==> config.mk <==
export PLATFORM = sky130hd
export DESIGN_NAME = pipeline_hazard_controller
export DESIGN_NICKNAME = d
export VERILOG_FILES = /design/src/rtl/hazard_pkg.sv /design/src/rtl/hazard_load_use_cmp.sv /design/src/rtl/pipeline_hazard_controller.sv
export SDC_FILE = /design/constraint.sdc
export NUM_CORES = 1
export LEC_CHECK = 0
export ABC_AREA = 1
export CELL_PAD_IN_SITES_DETAIL_PLACEMENT = 1
export CELL_PAD_IN_SITES_GLOBAL_PLACEMENT = 2
export CORE_UTILIZATION = 24
export CTS_CLUSTER_SIZE = 10
export DETAILED_ROUTE_END_ITERATION = 12
export PLACE_DENSITY_LB_ADDON = 0.1
export REMOVE_ABC_BUFFERS = 1
export SLEW_MARGIN = 25
export SYNTH_ARGS = -nofsm -noshare
export SYNTH_HDL_FRONTEND = slang
export SYNTH_HIERARCHICAL = 1
export SYNTH_SLANG_ARGS = --single-unit
==> constraint.sdc <==
create_clock -name clk -period 1.8 [get_ports clk]
set_clock_uncertainty 0.15 [all_clocks]
set_input_delay 0.18 -clock clk [delete_from_list [all_inputs] [get_ports clk]]
set_output_delay 0.18 -clock clk [all_outputs]
set_load 0.1 [all_outputs]
==> src/rtl/hazard_pkg.sv <==
// Shared types and constants for the pipeline hazard controller.
package hazard_pkg;

  localparam int unsigned REG_W = 5;
  localparam logic [REG_W-1:0] ZERO_REG = 5'd0;

  typedef enum logic {
    RUN  = 1'b0,
    WAIT = 1'b1
  } state_e;

endpackage

==> src/rtl/hazard_load_use_cmp.sv <==
// Load-use detector: the instruction in EX is a load whose destination the ID instruction reads.
module hazard_load_use_cmp #(
  parameter int unsigned REG_W = hazard_pkg::REG_W
) (
  input  logic [REG_W-1:0] rs1,
  input  logic [REG_W-1:0] rs2,
  input  logic [REG_W-1:0] rd,
  input  logic             uses_rs1,
  input  logic             uses_rs2,
  input  logic             memread,
  output logic             load_use_c
);
  import hazard_pkg::ZERO_REG;

  // $zero is never a real dependency, so a load targeting it cannot cause a stall.
  always_comb begin
    load_use_c = memread & (rd != REG_W'(ZERO_REG)) &
                 ((uses_rs1 & (rs1 == rd)) | (uses_rs2 & (rs2 == rd)));
  end

endmodule

==> src/rtl/pipeline_hazard_controller.sv <==
// Stall/flush sequencer for load-use, taken-branch redirect and the iterative MUL/DIV unit.
// Control outputs are Mealy; only the stall performance counter is registered.
module pipeline_hazard_controller #(
  parameter int unsigned MULDIV_CYCLES = 8,
  parameter int unsigned REG_W         = hazard_pkg::REG_W,
  parameter int unsigned PERF_W        = 16
) (
  input  logic              clk,
  input  logic              rst_n,
  input  logic [REG_W-1:0]  rs1_ifid,
  input  logic [REG_W-1:0]  rs2_ifid,
  input  logic              id_uses_rs1,
  input  logic              id_uses_rs2,
  input  logic [REG_W-1:0]  rd_idex,
  input  logic              memread_idex,
  input  logic              ex_is_muldiv,
  input  logic              branch_taken_ex,
  output logic              pc_write,
  output logic              ifid_write,
  output logic              idex_write,
  output logic              ifid_flush,
  output logic              idex_bubble,
  output logic              exmem_bubble,
  output logic              muldiv_start,
  output logic              muldiv_busy,
  output logic [PERF_W-1:0] stall_cycles
);
  import hazard_pkg::state_e;
  import hazard_pkg::RUN;
  import hazard_pkg::WAIT;

  localparam int unsigned CNT_W    = (MULDIV_CYCLES > 1) ? $clog2(MULDIV_CYCLES) : 1;
  localparam int unsigned CNT_INIT = (MULDIV_CYCLES >= 2) ? MULDIV_CYCLES - 2 : 0;
  localparam logic [PERF_W-1:0] PERF_MAX = '1;

  state_e           state, state_nxt;
  logic [CNT_W-1:0] cnt, cnt_nxt;
  logic             load_use;

  hazard_load_use_cmp #(.REG_W(REG_W)) u_load_use_cmp (
    .rs1        (rs1_ifid),
    .rs2        (rs2_ifid),
    .rd         (rd_idex),
    .uses_rs1   (id_uses_rs1),
    .uses_rs2   (id_uses_rs2),
    .memread    (memread_idex),
    .load_use_c (load_use)
  );

  always_ff @(posedge clk or negedge rst_n) begin
    if (!rst_n) begin
      state <= RUN;
      cnt   <= '0;
    end else begin
      state <= state_nxt;
      cnt   <= cnt_nxt;
    end
  end

  // Next state and Mealy outputs; reset forces the pipeline-free-running defaults.
  always_comb begin
    state_nxt    = state;
    cnt_nxt      = cnt;
    pc_write     = 1'b1;
    ifid_write   = 1'b1;
    idex_write   = 1'b1;
    ifid_flush   = 1'b0;
    idex_bubble  = 1'b0;
    exmem_bubble = 1'b0;
    muldiv_start = 1'b0;
    muldiv_busy  = 1'b0;
    if (rst_n) begin
      case (state)
        RUN: begin
          if (ex_is_muldiv) begin
            muldiv_start = 1'b1;
            if (MULDIV_CYCLES >= 2) begin
              pc_write     = 1'b0;
              ifid_write   = 1'b0;
              idex_write   = 1'b0;
              exmem_bubble = 1'b1;
              cnt_nxt      = CNT_W'(CNT_INIT);
              state_nxt    = WAIT;
            end
          end else if (branch_taken_ex) begin
            // The ID instruction is wrong-path, so any load-use it shows is moot.
            ifid_flush  = 1'b1;
            idex_bubble = 1'b1;
          end else if (load_use) begin
            pc_write    = 1'b0;
            ifid_write  = 1'b0;
            idex_bubble = 1'b1;
          end
        end
        WAIT: begin
          muldiv_busy = 1'b1;
          if (cnt != '0) begin
            pc_write     = 1'b0;
            ifid_write   = 1'b0;
            idex_write   = 1'b0;
            exmem_bubble = 1'b1;
            cnt_nxt      = cnt - CNT_W'(1);
          end else begin
            state_nxt = RUN;
          end
        end
        default: state_nxt = RUN;
      endcase
    end
  end

  // Saturating count of cycles in which the PC was held.
  always_ff @(posedge clk or negedge rst_n) begin
    if (!rst_n) begin
      stall_cycles <= '0;
    end else if (!pc_write && (stall_cycles != PERF_MAX)) begin
      stall_cycles <= stall_cycles + PERF_W'(1);
    end
  end

endmodule

==> metrics.md, run 1 <==
| Metric | Value |
|---|---|
| Outcome | finished, final reports clean |
| First-pass GRT wire length | 7.96 mm |
| Final min period | 1.73 ns |
| Yosys warns | 6 |
| Clk_lat worst skew | 0.26 ns |
| Die Ht | 81.9 µm |
| Final Cycle Share | 95.9% |
| Clock Sinks | 20 |
| Largest net degree at the start of global routing | 16 |
| PD cells | 1060 nW/µm² |
| Initial antenna violation count | 0 |
| Worst Setup EP | pc_write |
| CP Launch Type | input pin |
| Syn Std Cell Area | 1530 µm² |
| Net total in the final layout | 346 |
| GRT Overall Usage | 15.5% |
| Commonest cells after routing, fill and taps aside | nand2_1 (92), inv_1 (32), buf_4 (31) |
| Core ar. | 6030 µm² |
| WL/cell | 12.4 µm |
| Total grt overflow | 0 |
| Area Growth Syn to Fin | 71.3% |
| Avg Cell Area, Syn | 6.31 µm² |
| Share of cells above drive strength 1 | 33.8% |
| Post-DP HPWL | 3.94 mm |
| Slew @ Worst Pin | 0.355 ns |
| CP Data Required Time | 1.47 ns |
| Drt pass-1 iters | 4 |
| Final ANT Viol Nets | 0 |
| Leak Pwr | 1.33 nW |
| Clock Path Buffers | 2 |
| Final-report max-slew violation count | 0 |
| R2r setup slk | 0.16 ns |
| Initial Utilization | 25.4% |
| Commonest non-fill, non-tap cell in the layout | nand2_1 |
| CP Class | input pin to output pin |
| Clock slew at the register clock pins of the worst setup and hold paths | 0.08 ns |
| Crit-path max FO | 3 |
| Placed insts | 386 |
| Reg2reg end | stall_cycles[5]$_DFFE_PN0P_ |
| # fillers | 742 |
| Vias | 1734 |
| Synth unique cells | 21 |
| Register area share after synthesis | 32.7% |
| Final core occ | 43.6% |
| Synth Instances | 243 |
| # diodes | 0 |
| Root Buffer | clkbuf_8 |
| Placement Cell Area | 2480 µm² |
| VDD IR max | 924 µV |
| FF+latch count, synth | 20 |
| Post-route cell area | 2630 µm² |
| Critical R2R Launch | stall_cycles[0]$_DFFE_PN0P_ |
| Worst R2R Path Depth | 8 |
| Worst hold path class | input pin to async pin |
| Die Width | 81.9 µm |
| Critical Path Source | rs1_ifid[3] |
| Initial DRC Count | 46 |
| H-Tree Depth | 1 |
| IO buf count | 45 |
| DRC | 0 |
| Max-slew headroom | 76.1% |
| Max Cap Violations | 0 |
| CTS tree | built |
| Die area | 6710 µm² |
| Post-DR vias/cell | 4.39 |
| Final Non-Filler Cells | 395 |
| TritonCTS Buffers | 3 |
| Number of global-route vias before repair | 1728 |
| IO Pins | 46 |
| GPL Wtd Cong | 0.734 |
| Critical path endpoint category | output pin |
| Final setup viols | 0 |
| Rows | 28 |
| Total Wirelength | 4.89 mm |
| Final-report hold violation count | 0 |
| Crit path DAT | 1.40 ns |
| Total power | 2.80 mW |
| Max Freq | 0.579 GHz |
cells by family (layout without fill, tap and decap cells):
group,after synthesis,in the layout,share of synthesized area [%]
buffers and inverters,42,119,11.8
AOI/OAI and AO/OA,14,14,5.31
adders and majority gates,3,3,2.45
xor gates and xnor gates,7,7,4.00
and+or+nand+nor,157,157,43.8
DFF,20,20,32.7
flip-flops by register name (all words and copies together), names as in the netlist:
signal / count
stall_cycles: 16
cnt: 3
state: 1
metrics by stage:
stage / hold slack [ns] / setup TNS, ns / worst slack [ns]
final: 0.145 / 0 / 0.0743
after global routing: 0.163 / -0.0139 / -0.00704
after CTS: 0.144 / 0 / 0.00385
after detailed placement: 0.392 / -10.75 / -0.603
after global placement: 0.389 / -9.42 / -0.530
after floorplan: -0.266 / -25.76 / -1.92
worst min-delay path by stage:
stage | slack [ns] | end | cells past startpoint
finish | 0.15 | cnt[1]$_DFFE_PN0P_ | 2
global route | 0.16 | cnt[1]$_DFFE_PN0P_ | 2
CTS | 0.14 | cnt[1]$_DFFE_PN0P_ | 2
detailed placement | 0.39 | cnt[1]$_DFFE_PN0P_ | 2
global placement | 0.39 | stall_cycles[6]$_DFFE_PN0P_ | 2
floorplan | -0.27 | cnt[0]$_DFFE_PN0P_ | 0
report_power, final:
part | internal [mW] | switching, mW | total [mW]
clock network | 0.297 | 0.164 | 0.461
registers | 0.547 | 0.0753 | 0.622
logic | 0.650 | 1.06 | 1.71
total | 1.49 | 1.30 | 2.80
metal layers:
layer	up-vias	part of all wire, %	track usage (%)
met5	-	0	0
met4	0	0.51	2.11
met3	4	3.3	2.67
met2	23	49	28.3
met1	810	47	19.2
li1	897	-	-
synth_stat cells:
library cell / n / area [µm²]
a32oi_1: 1 / 8.76
nand2_2: 6 / 37.5
ha_1: 3 / 37.5
o21ai_0: 9 / 45.0
buf_12: 1 / 20.0
a21oi_1: 2 / 10.0
inv_2: 2 / 7.51
nand3_1: 13 / 65.1
nor3_1: 1 / 5.00
buf_4: 2 / 15.0
xor2_1: 1 / 8.76
nand4_1: 6 / 37.5
xnor2_1: 6 / 52.6
o21ai_2: 2 / 17.5
nand2_1: 95 / 357
dfrtp_1: 20 / 500
nor3_2: 1 / 10.0
nor2_1: 31 / 116
inv_1: 37 / 139
nand2_4: 2 / 22.5
nand3_2: 2 / 20.0
area by class of cell:
type                    count  area (µm²)  share of cell area, %
flip-flops and latches     20         502                   19.1
clock buffers               3        41.3                   1.57
clock inverters             1        30.0                   1.14
inverters                  39         149                   5.67
well taps                  75        93.8                   3.57
multi-input cells         181         923                   35.2
repair buffers             76         887                   33.8
repair_timing:
action	4_1_cts	5_1_grt
gates resized for setup	68	25
hold buffers	0	0
endpoints found under the setup margin	21	19
setup buffers	4	1
pin swaps	21	14
critical path, stage by stage:
cell,delay [ns]
buf_2,0.10
inv_1,0.04
nand2_1,0.05
nand2_1,0.06
nor2_2,0.11
nand3_1,0.09
a21oi_2,0.22
nand2_1,0.10
nand3_2,0.08
nand3_2,0.08
buf_6,0.14
buf_12,0.16
(Power assumes the default switching activity.)
==> run 2: changes to the inputs <==
- clock period: 1.8 -> 1.6 ns (I/O delays scaled with it)
==> run 2 against run 1 <==
The run now ends with negative setup slack left; highest routed layer unchanged; setup slack worse by 0.12 ns; register-to-register slack worse by 0.10 ns; non-clock buffer count up 13; largest cell class unchanged; global-route usage up 0.78 points; cell area up 10%.
==> metrics.md, run 2 (same netlist as run 1, synthesis figures left out) <==
| Metric | Value |
|---|---|
| Vias | 1797 (+3.6%) |
| Final Cycle Share | 103% |
| CP Data Required Time | 1.29 ns (-0.18 ns) |
| Root Buffer | clkbuf_8 |
| Placed insts | 393 (+1.8%) |
| Die Ht | 81.9 µm (unchanged) |
| Clock Path Buffers | 2 (unchanged) |
| TritonCTS Buffers | 3 (unchanged) |
| Final-report max-slew violation count | 0 (unchanged) |
| R2r setup slk | 0.06 ns (-0.10 ns) |
| Core ar. | 6030 µm² (unchanged) |
| CTS tree | built |
| Worst hold path class | input pin to async pin |
| Clock slew at the register clock pins of the worst setup and hold paths | 0.08 ns (about the same) |
| Critical path endpoint category | output pin |
| RSZ-0062 raised after global routing | yes |
| Final min period | 1.65 ns |
| Share of cells above drive strength 1 | 45.6% (+12 points) |
| Total Wirelength | 5.24 mm (+7.3%) |
| DRC | 0 (unchanged) |
| Crit path DAT | 1.34 ns (-0.06 ns) |
| First-pass GRT wire length | 8.39 mm (+5.5%) |
| Clk_lat worst skew | 0.26 ns (about the same) |
| # diodes | 0 (unchanged) |
| Number of hold buffers added after CTS | 0 (unchanged) |
| Outcome | complete, but fails checks |
| # fillers | 737 (-0.67%) |
| Drt pass-1 iters | 4 (unchanged) |
| Total grt overflow | 0 (unchanged) |
| CP Launch Type | flip-flop |
| Initial Utilization | 25.4% (unchanged) |
| Die Width | 81.9 µm (unchanged) |
| Critical R2R Launch | cnt[1]$_DFFE_PN0P_ |
| Die area | 6710 µm² (unchanged) |
| Max-slew headroom | 82.8% (+6.7 points) |
| Commonest non-fill, non-tap cell in the layout | nand2_1 |
| WL/cell | 12.9 µm (+3.9%) |
| Largest net degree at the start of global routing | 16 (unchanged) |
| VDD IR max | 1320 µV (+42%) |
| Leak Pwr | 1.41 nW (+6.0%) |
| Post-DP HPWL | 3.98 mm (+0.93%) |
| Post-DR vias/cell | 4.40 (+0.33%) |
| Worst R2R Path Depth | 9 (+1) |
| Number of global-route vias before repair | 1829 (+5.8%) |
| Final Non-Filler Cells | 408 (+3.3%) |
| Final core occ | 48.0% (+4.5 points) |
| Area Growth Syn to Fin | 88.9% |
| GRT Overall Usage | 16.3% (+0.78 points) |
| Top flop regs | stall_cycles (16), cnt (3), state (1) |
| Final-report hold violation count | 0 (unchanged) |
| Total power | 3.19 mW (+14%) |
| Commonest cells after routing, fill and taps aside | nand2_1 (84), buf_4 (40), inv_1 (28) |
| Max Freq | 0.608 GHz |
| Initial DRC Count | 54 (+17%) |
| Failing checks | negative setup slack |
| Slew @ Worst Pin | 0.257 ns (-0.0984 ns) |
| Crit-path max FO | 4 (+1) |
| Max Cap Violations | 0 (unchanged) |
| Final setup viols | 5 (+5) |
| GPL Wtd Cong | 0.728 (-0.83%) |
| DP Worst Slack | -0.699 ns (-0.0959 ns) |
| CP Class | flip-flop to output pin |
| PD cells | 1100 nW/µm² (+3.5%) |
| Biggest register | stall_cycles |
| IO Pins | 46 (unchanged) |
| Net total in the final layout | 360 (+4.0%) |
| Max reg flops | 16 (unchanged) |
| Post-route cell area | 2900 µm² (+10%) |
| Reg2reg end | stall_cycles[1]$_DFFE_PN0P_ |
| Post-route worst setup slack | -0.0452 ns (-0.119 ns) |
| Placement Cell Area | 2530 µm² (+2.1%) |
| Final ANT Viol Nets | 0 (unchanged) |
| IO buf count | 45 (unchanged) |
| Initial antenna violation count | 0 (unchanged) |
| H-Tree Depth | 1 (unchanged) |
| Rows | 28 (unchanged) |
| Clock Sinks | 20 (unchanged) |
run 2: cell types whose count changed in the layout (fill, tap and decap cells not counted), moves of 6 or more:
| cell | previous run | this run |
|---|---|---|
| buf_4 | 31 | 40 |
| nor2_1 | 27 | 13 |
| nand2_1 | 92 | 84 |
| nor2_4 | 0 | 6 |
| nor2_2 | 4 | 12 |
| buf_6 | 6 | 13 |
| nand2_2 | 8 | 15 |
run 2: stage by stage:
stage,hold WS (ns),TNS [ns]
2_1_floorplan,-0.286,-30.21
3_3_place_gp,0.385,-11.64
3_5_place_dp,0.396,-12.46
4_1_cts,0.212,-0.194
5_1_grt,0.234,-0.678
6_report,0.222,-0.165
run 2: cell type report:
cell class                 instances  area, µm²  share of cell area, %
tap                               75       93.8                   3.24
clock buffer                       3       41.3                   1.43
timing repair buffer              89       1020                   35.4
multi-input combinational        182       1080                   37.3
sequential                        20        502                   17.3
inverter                          39        154                   5.32
run 2: worst max-delay path by stage:
stage                            start                     endpoint  depth (start not counted)
floorplan                   rd_idex[2]  stall_cycles[8]$_DFFE_PN0P_                         11
global placement            rd_idex[4]  stall_cycles[8]$_DFFE_PN0P_                         14
detailed placement          rd_idex[4]  stall_cycles[2]$_DFFE_PN0P_                         14
CTS                         rd_idex[4]                     pc_write                         11
global route                rd_idex[4]                     pc_write                         12
finish              cnt[1]$_DFFE_PN0P_                   idex_write                          6
run 2: critical path: stages, from the launching register on:
cell     delay, ns
dfrtp_1       0.38
inv_2         0.08
ha_4          0.14
nand3_4       0.10
nand2_4       0.11
buf_6         0.11
buf_12        0.16
run 2: timing repair:
item	CTS	global route
pin swaps	22	24
buffers inserted	7	4
setup endpoints to repair	24	24
hold endpoints to repair	0	0
resized for setup	99	52
cloned	0	1
run 2: power breakdown:
group          switching, mW  internal (mW)
logic                   1.28          0.860
clock network          0.165          0.168
registers              0.102          0.616
run 2: per-layer routing:
| layer | wire [µm] | global-route usage, % |
|---|---|---|
| met1 | 2370 | 20.0 |
| met2 | 2720 | 30.2 |
| met3 | 129 | 1.89 |
| met4 | 21 | 3.16 |
| met5 | 0 | 0 |
==> run 3: changes to the inputs <==
- CORE_UTILIZATION: 24 -> 25
- CTS_BUF_LIST: not set -> sky130_fd_sc_hd__clkbuf_2
==> run 3 against run 2 <==
The flow still finishes with violations (negative setup slack); global-route usage rose by 2.1 points; clock power rose by 19%; die area fell by 3.9%; cell count rose by 3.2%; non-clock buffer count rose by 12.
==> metrics.md, run 3 (same netlist as run 1, synthesis figures left out) <==
| Metric | Value |
|---|---|
| Outcome | complete, but fails checks |
| Failing checks | negative setup slack |
| WP depth | 6 (unchanged) |
| Biggest register | stall_cycles |
| Share of cells above drive strength 1 | 42.2% (-3.4 points) |
| Drt pass-1 iters | 4 (unchanged) |
| CP dominant cell by count | nand3_4 |
| Max-slew headroom | 82.9% (about the same) |
| CP Launch Type | flip-flop |
| Final Cycle Share | 113% (+11 points) |
| Die Width | 80.3 µm (-2.0%) |
| Area Growth Syn to Fin | 93.0% |
| CP delay by family, top | flip-flops |
| Top flop regs | stall_cycles (16), cnt (3), state (1) |
| Final-report hold violation count | 0 (unchanged) |
| Worst hold path class | input pin to async pin |
| Clock Path Buffers | 2 (unchanged) |
| Top Layer Used | met4 |
| Reg2reg end | stall_cycles[5]$_DFFE_PN0P_ |
| Placed insts | 396 (+0.76%) |
| Root Buffer | clkbuf_2 |
| Final core occ | 50.0% (+1.9 points) |
| Die area | 6450 µm² (-3.9%) |
| Vias | 1881 (+4.7%) |
| # diodes | 0 (unchanged) |
| Sequence of cells on the critical path | inv_2 > ha_4 > nand3_4 > nand3_4 > buf_6 > buf_12 |
| Placement Cell Area | 2550 µm² (+0.89%) |
| Post-DP HPWL | 3.95 mm (-0.73%) |
| Clk_lat worst skew | 0.34 ns (+0.08 ns) |
| Final min period | 1.81 ns (+0.168 ns) |
| VDD IR max | 1030 µV (-22%) |
| Net total in the final layout | 372 (+3.3%) |
| Largest net degree at the start of global routing | 13 (-3) |
| Commonest cells after routing, fill and taps aside | nand2_1 (87), buf_4 (47), inv_1 (31) |
| Worst Setup EP | ifid_write |
| Leak Pwr | 1.50 nW (+6.0%) |
| CP Class | flip-flop to output pin |
| IO Pins | 46 (unchanged) |
| Met3 WL | 152 µm (+18%) |
| Commonest non-fill, non-tap cell in the layout | nand2_1 |
| DRC | 0 (unchanged) |
| Final-report max-slew violation count | 0 (unchanged) |
| Clock Sinks | 20 (unchanged) |
| Post-route worst setup slack | -0.213 ns (-0.168 ns) |
| GPL Wtd Cong | 0.717 (-1.5%) |
| WL/cell | 13.3 µm (+3.3%) |
| Die Ht | 80.3 µm (-2.0%) |
| First-pass GRT wire length | 9.06 mm (+8.0%) |
| Post-route cell area | 2960 µm² (+2.2%) |
| Initial DRC Count | 68 (+26%) |
| Final setup viols | 24 (+19) |
| Critical R2R Launch | cnt[1]$_DFFE_PN0P_ |
| Final Non-Filler Cells | 421 (+3.2%) |
| Worst R2R Path Depth | 11 (+2) |
| Initial antenna violation count | 0 (unchanged) |
| Number of global-route vias before repair | 1880 (+2.8%) |
| Crit path DAT | 1.50 ns (+0.16 ns) |
| CP Data Required Time | 1.29 ns (about the same) |
| Critical path endpoint category | output pin |
| Core ar. | 5920 µm² (-1.7%) |
| Buf/Inv on CP | 3 (unchanged) |
| PD cells | 1120 nW/µm² (+1.7%) |
| Routed wl met2 | 2.78 mm (+2.2%) |
| Hold slack | 0.232 ns (+0.00986 ns) |
| Critical Path Source | cnt[1]$_DFFE_PN0P_ |
| IO buf count | 45 (unchanged) |
| Clock slew at the register clock pins of the worst setup and hold paths | 0.23 ns (+0.15 ns) |
| RSZ-0062 raised after global routing | yes |
| H-Tree Depth | 1 (unchanged) |
| Crit-path max FO | 4 (unchanged) |
| Max incr delay on CP | 0.44 ns (+0.06 ns) |
| Rows | 28 (unchanged) |
| GRT Overall Usage | 18.4% (+2.1 points) |
| Total grt overflow | 0 (unchanged) |
| Max reg flops | 16 (unchanged) |
| CTS tree | built |
| Slew @ Worst Pin | 0.256 ns (-0.000654 ns) |
| Met1 WL | 2.63 mm (+11%) |
| Post-DR vias/cell | 4.47 (+1.4%) |
| Total Wirelength | 5.59 mm (+6.6%) |
| Initial Utilization | 25.9% (+0.45 points) |
| Max Cap Violations | 0 (unchanged) |
| Max Freq | 0.551 GHz (-9.3%) |
| Slowest cell on crit path | dfrtp_1 |
| TritonCTS Buffers | 3 (unchanged) |
| R2r setup slk | -0.18 ns (-0.24 ns) |
| Final ANT Viol Nets | 0 (unchanged) |
| Total power | 3.31 mW (+3.9%) |
-- run 3: cell types whose count changed in the layout (fill, tap and decap cells not counted), sizes merged --
| cell | previous run | this run |
|---|---|---|
| clkbuf | 3 | 10 |
| dlygate4sd2 | 2 | 4 |
| dlygate4sd3 | 0 | 2 |
| buf | 83 | 82 |
| bufinv | 0 | 1 |
| clkdlybuf4s15 | 1 | 2 |
| dlymetal6s2s | 0 | 1 |
-- run 3: worst min path at each step --
stage	startpoint	end	slack [ns]	cells past startpoint
5_1_grt	rst_n	stall_cycles[5]$_DFFE_PN0P_	0.23	3
3_5_place_dp	stall_cycles[10]$_DFFE_PN0P_	stall_cycles[10]$_DFFE_PN0P_	0.39	2
2_1_floorplan	rst_n	cnt[0]$_DFFE_PN0P_	-0.29	0
3_3_place_gp	stall_cycles[10]$_DFFE_PN0P_	stall_cycles[10]$_DFFE_PN0P_	0.37	2
6_report	rst_n	stall_cycles[6]$_DFFE_PN0P_	0.23	3
4_1_cts	rst_n	stall_cycles[5]$_DFFE_PN0P_	0.02	2
-- run 3: stage by stage --
stage / setup slack [ns] / setup TNS (ns)
2_1_floorplan: -2.10 / -30.21
4_1_cts: -0.215 / -1.68
5_1_grt: -0.297 / -5.59
3_3_place_gp: -0.650 / -12.03
3_5_place_dp: -0.663 / -11.97
6_report: -0.213 / -3.98
-- run 3: power by group --
group          total (mW)  internal [mW]  switching, mW
clock               0.396          0.215          0.181
sequential          0.723          0.615          0.109
combinational        2.19          0.897           1.30
total                3.31           1.73           1.59
-- run 3: routing by layer --
metal | up-vias | track usage (%)
li1 | 949 | -
met1 | 901 | 24.7
met2 | 29 | 32.1
met3 | 2 | 2.05
met4 | 0 | 2.68
met5 | - | 0
-- run 3: cell type report --
| type | count | area [µm²] |
|---|---|---|
| Multi-Input combinational cell | 182 | 1080 |
| Tap cell | 75 | 93.8 |
| Inverter | 39 | 149 |
| Sequential cell | 20 | 502 |
| Fill cell | 735 | 2960 |
| Timing Repair Buffer | 101 | 1080 |
| Clock buffer | 3 | 15.0 |
| Clock inverter | 1 | 30.0 |
-- run 3: timing repair --
action                     in CTS  in global routing
resized for setup              75                 38
pin swaps                      21                 19
hold endpoints to repair        2                 18
setup endpoints to repair      25                 26
hold buffers                    1                  1
cloned                          2                  0
buffers inserted               12                  6
-- run 3: worst register-to-register path, delay by kind of cell, from the launching register on --
kind | cells | cell delay, ns
AOI/OAI and AO/OA | 1 | 0.06
DFF | 1 | 0.44
adders and majority gates | 1 | 0.14
and+or+nand+nor | 5 | 0.47
buffers and inverters | 4 | 0.50
